[src/rtl/md5_rounds_49_to_64.sv]
// MD5 rounds 49-64 (round group four, boolean function I).
//
// The sixteen steps are one combinational chain from (a_in, b_in, c_in, d_in)
// and the message block to the post-step-64 state, which is captured in an
// output register: one-cycle latency, one block per cycle.
// The chaining-value feed-forward addition is left to the caller.
//
// Ports:
//   clk        rising-edge clock
//   rst        asynchronous, active-high reset; clears all outputs
//   in_valid   inputs are valid this cycle
//   a_in..d_in 32-bit chaining state entering step 49
//   message    512-bit block, word M[k] = message[32k+31:32k]
//   a_out..d_out  state after step 64 (held while in_valid is low)
//   out_valid  high for one cycle for every accepted block
module md5_rounds_49_to_64 (
  input  logic         clk,
  input  logic         rst,
  input  logic         in_valid,
  input  logic [31:0]  a_in,
  input  logic [31:0]  b_in,
  input  logic [31:0]  c_in,
  input  logic [31:0]  d_in,
  input  logic [511:0] message,
  output logic [31:0]  a_out,
  output logic [31:0]  b_out,
  output logic [31:0]  c_out,
  output logic [31:0]  d_out,
  output logic         out_valid
);

  localparam logic [31:0] K [16] = '{
    32'hf4292244, 32'h432aff97, 32'hab9423a7, 32'hfc93a039,
    32'h655b59c3, 32'h8f0ccc92, 32'hffeff47d, 32'h85845dd1,
    32'h6fa87e4f, 32'hfe2ce6e0, 32'ha3014314, 32'h4e0811a1,
    32'hf7537e82, 32'hbd3af235, 32'h2ad7d2bb, 32'heb86d391
  };

  // Message word used by each step: 7*i mod 16.
  localparam logic [3:0] G [16] = '{
    4'd0, 4'd7, 4'd14, 4'd5, 4'd12, 4'd3, 4'd10, 4'd1,
    4'd8, 4'd15, 4'd6, 4'd13, 4'd4, 4'd11, 4'd2, 4'd9
  };

  localparam logic [4:0] S [4] = '{5'd6, 5'd10, 5'd15, 5'd21};

  logic [31:0]  m_word [16];
  logic [127:0] step_out;

  for (genvar k = 0; k < 16; k++) begin : g_unpack
    assign m_word[k] = message[32*k +: 32];
  end

  function automatic logic [31:0] rotl32(input logic [31:0] x, input logic [4:0] sh);
    return (x << sh) | (x >> (6'd32 - {1'b0, sh}));
  endfunction

  always_comb begin
    logic [31:0] sa, sb, sc, sd, f, t;
    sa = a_in;
    sb = b_in;
    sc = c_in;
    sd = d_in;
    f  = '0;
    t  = '0;
    for (int i = 0; i < 16; i++) begin
      f  = sc ^ (sb | ~sd);
      t  = sa + f + K[i] + m_word[G[i]];
      sa = sd;
      sd = sc;
      sc = sb;
      sb = sb + rotl32(t, S[i % 4]);
    end
    step_out = {sa, sb, sc, sd};
  end

  always_ff @(posedge clk or posedge rst) begin
    if (rst) begin
      a_out     <= '0;
      b_out     <= '0;
      c_out     <= '0;
      d_out     <= '0;
      out_valid <= 1'b0;
    end else begin
      out_valid <= in_valid;
      if (in_valid) begin
        {a_out, b_out, c_out, d_out} <= step_out;
      end
    end
  end

endmodule

[config.mk]
export PLATFORM = sky130hd
export DESIGN_NAME = md5_rounds_49_to_64
export DESIGN_NICKNAME = d
export VERILOG_FILES = /design/src/rtl/md5_rounds_49_to_64.sv
export SDC_FILE = /design/constraint.sdc
export NUM_CORES = 2
export LEC_CHECK = 0
export BUFFER_PORTS_ARGS = -buffer_cell sky130_fd_sc_hd__buf_2
export CORE_AREA = 4 4 458 460
export CTS_BUF_LIST = sky130_fd_sc_hd__clkbuf_4
export DETAILED_ROUTE_END_ITERATION = 10
export DIE_AREA = 0 0 462 464
export GPL_TIMING_DRIVEN = 1
export PLACE_DENSITY = 0.62
export SLEW_MARGIN = 5
export SYNTH_ARGS = -nofsm -noshare
export SYNTH_HDL_FRONTEND = slang
export SYNTH_SLANG_ARGS = --single-unit
[constraint.sdc]
create_clock -name clk -period 12.2 [get_ports clk]
set_clock_uncertainty 0.15 [all_clocks]
set_input_delay 2.44 -clock clk [delete_from_list [all_inputs] [get_ports clk]]
set_output_delay 2.44 -clock clk [all_outputs]
set_load 0.05 [all_outputs]
==> out/qor.yml <==
synthesis:
  synthArstFlopShare_pct: 100.0
  netlist.area_leader.share_pct: 24.36
  ys_top_cells_by_area: "ha_1 24%, fa_1 14%, xnor2_1 12%, inv_1 9.7%, dfrtp_1 4.3%"
  yosys_warnings: 0
  synthCells: 9768
  synthesis.nets: 12400
  ys_top_cells_by_count: "1954 x inv_1, 1473 x ha_1, 1048 x xnor2_1, 786 x nor2_1, 611 x a21oi_1"
  yosysMostFrequentCell: "inv_1"
  avgSynthCellArea_um2: 7.745
  synth_edf_count: 0
  synth_flop_cell: "dfrtp_1"
  synth_cell_type_count: 89
  ys_seq_area_share_pct: 4.267
  synth_top_cell_by_area: "ha_1"
  synth_seq_cells: 129
  netlist_area_um2: 75650
sta:
  finalHoldViolations: 0
  setup_viol: 128
  rsz0062_at_grt: "true"
  worst_slew_pin_slew_ns: 1.013
  slew_viol_final: 0
  fin_crit_sh_pct: 694.5
  max_freq_ghz: 0.01180
  post-route-min-period_ns: 84.73
  slew_headroom_pct: 32.50
  fin_ws_ns: -72.53
grt:
  grt_pass1_wl_um: 575500
  grt_pass1_vias: 88100
  grt_max_degree: 74
  grt_overflow_total: 0
  antenna_found_initial: 49
  gr-usage-all-layers_pct: 36.60
detailed_routing:
  drt_iter0_markers: 7116
  wl_um: 415400
  highest_layer: "met5"
  first_pass_iters: 8
  routed_via_density: 5.241
  detail-route-antenna-nets: 0
  wl_per_cell_um: 24.39
  drcViolationCount: 0
  dr_wl_met2_um: 177800
  route.vias.total: 89270
  met1_length_um: 166200
  wl_met3_um: 34490
setup_path:
  slowest_delay_ns: 0.58
  cp_max_fo: 5
  worstPathRequired_ns: 12.59
  endpoint_kind: "flip-flop"
  critPathKind: "in -> reg"
  start_kind: "input pin"
  crit_slowest_cell: "fa_2"
  cp.arrival_ns: 85.11
  crit_top_cell: "buf_4"
clock_network:
  clk_latency_ns: 0.65
  cts_tree: "done"
  hold_buffers: 0
  cts_sinks: 129
  cts_root_buf: "clkbuf_4"
  cts_buffers: 17
  cts.clk_slew.worst_paths_ns: 0.14
  clk_path_buf_depth: 2
  htreeDepth: 4
cells_and_area:
  area_growth_pct: 61.08
  fill_cells: 18600
  fin_nets: 16920
  drive_gt1_share_pct: 43.03
die:
  io_pins: 772
  num_rows: 167
  dieArea_um2: 214400
  fp.coreArea_um2: 206000
  start_util_pct: 36.72
  die_h_um: 464
  die_w_um: 462
place:
  io_buffers: 771
  place_ws_ns: -78.25
  place.gp.congestion: 1.095
  dp_hpwl_um: 367000
run:
  cap_violations: 0
run_status:
  violations: "negative setup slack"
  status: "finished with violations"
min_path:
  hold_path_class: "reg -> reg"
==> worst paths after layout <==
| path | to | slack [ns] | cells after the start | start |
|---|---|---|---|---|
| worst min register to register | c_out[28] | 0.37 | 1 | c_out[28] |
| worst max register to register | d_out[13] | 11.23 | 1 | d_out[13] |
| worst max-delay path | b_out[31] | -72.53 | 473 | d_in[5] |
| max in group asynchronous | a_out[25] | 8.70 | 3 | rst |
| worst min-delay path | c_out[28] | 0.37 | 1 | c_out[28] |
| min in group asynchronous | b_out[8] | 1.73 | 2 | rst |
==> cell type report <==
| cell class | count | area [um^2] | area share, % |
|---|---|---|---|
| clock inverters | 15 | 186.4 | 0.1530 |
| inverters | 1954 | 7357 | 6.037 |
| clock buffers | 17 | 127.6 | 0.1047 |
| multi-input cells | 7654 | 74660 | 61.26 |
| diodes | 32 | 80.08 | 0.06571 |
| flip-flops and latches | 129 | 3228 | 2.649 |
| well taps | 2704 | 3383 | 2.776 |
| repair buffers | 4529 | 32840 | 26.95 |
==> worst max-delay path, delay by kind of cell <==
kind	cells	cell delay, ns
buf+inv	93	11.07
fa+ha+maj	66	21.74
compound gates	188	31.43
xor+xnor	49	8.09
simple gates	76	9.89
mux	1	0.26
==> cells in the final DEF, fill, tap and decap left out, types with 89 or more instances in the layout <==
cell / n
a21oi_1: 374
xnor2_2: 182
xnor2_1: 846
dfrtp_1: 129
xor2_1: 259
o21a_1: 109
a21o_1: 217
a21oi_2: 197
inv_1: 1900
nand2b_1: 102
nor3_1: 129
buf_2: 768
o21ai_0: 207
ha_4: 171
mux2_2: 89
fa_1: 459
ha_1: 1273
o21bai_1: 106
nand3_1: 129
nor2b_1: 105
nor2_1: 697
buf_4: 3649
nand2_1: 544
==> flip-flops by register name, summed over array words and instances, names as in the netlist <==
signal	count
d_out	32
b_out	32
a_out	32
out_valid	1
c_out	32
==> per-layer routing <==
layer / vias up / global-route usage [%]
li1: 41320 / -
met1: 43240 / 46.45
met2: 3718 / 56.09
met3: 954 / 6.384
met4: 30 / 25.63
met5: - / 0.06787
==> through the flow <==
step                 TNS, ns  util, %  hold WS (ns)  cells  instance area [um^2]
global placement    -8840.54    53.33        0.3356  16510                109900
detailed placement  -8930.49    53.33        0.3407  16510                109900
finish              -8249.84    59.15        0.3707  17030                121900
floorplan           -7519.36        -        0.5978   9768                 77530
CTS                 -8108.48    56.44        0.3714  16860                116300
global route        -8671.08    59.13        0.3937  17020                121800
==> repair_timing <==
action                                  4_1_cts  5_1_grt
gates resized for setup                     721      846
pin swaps                                   504      754
buffers inserted                            315      168
endpoints found under the setup margin      128      128
==> logic make-up (layout without fill, tap and decap cells) <==
| kind of cell | after synthesis | after routing | share of synthesized area [%] |
|---|---|---|---|
| flops | 129 | 129 | 4.267 |
| simple gates | 2226 | 2226 | 13.46 |
| xor+xnor | 1367 | 1367 | 16.01 |
| mux | 141 | 141 | 2.071 |
| fa+ha+maj | 1990 | 1990 | 38.04 |
| buf+inv | 1985 | 6515 | 9.849 |
| other cells | 0 | 32 | 0 |
| compound gates | 1930 | 1930 | 16.30 |
Power is not shown: default switching activity piles up to over one toggle a cycle in this logic, so the estimate is an artifact.
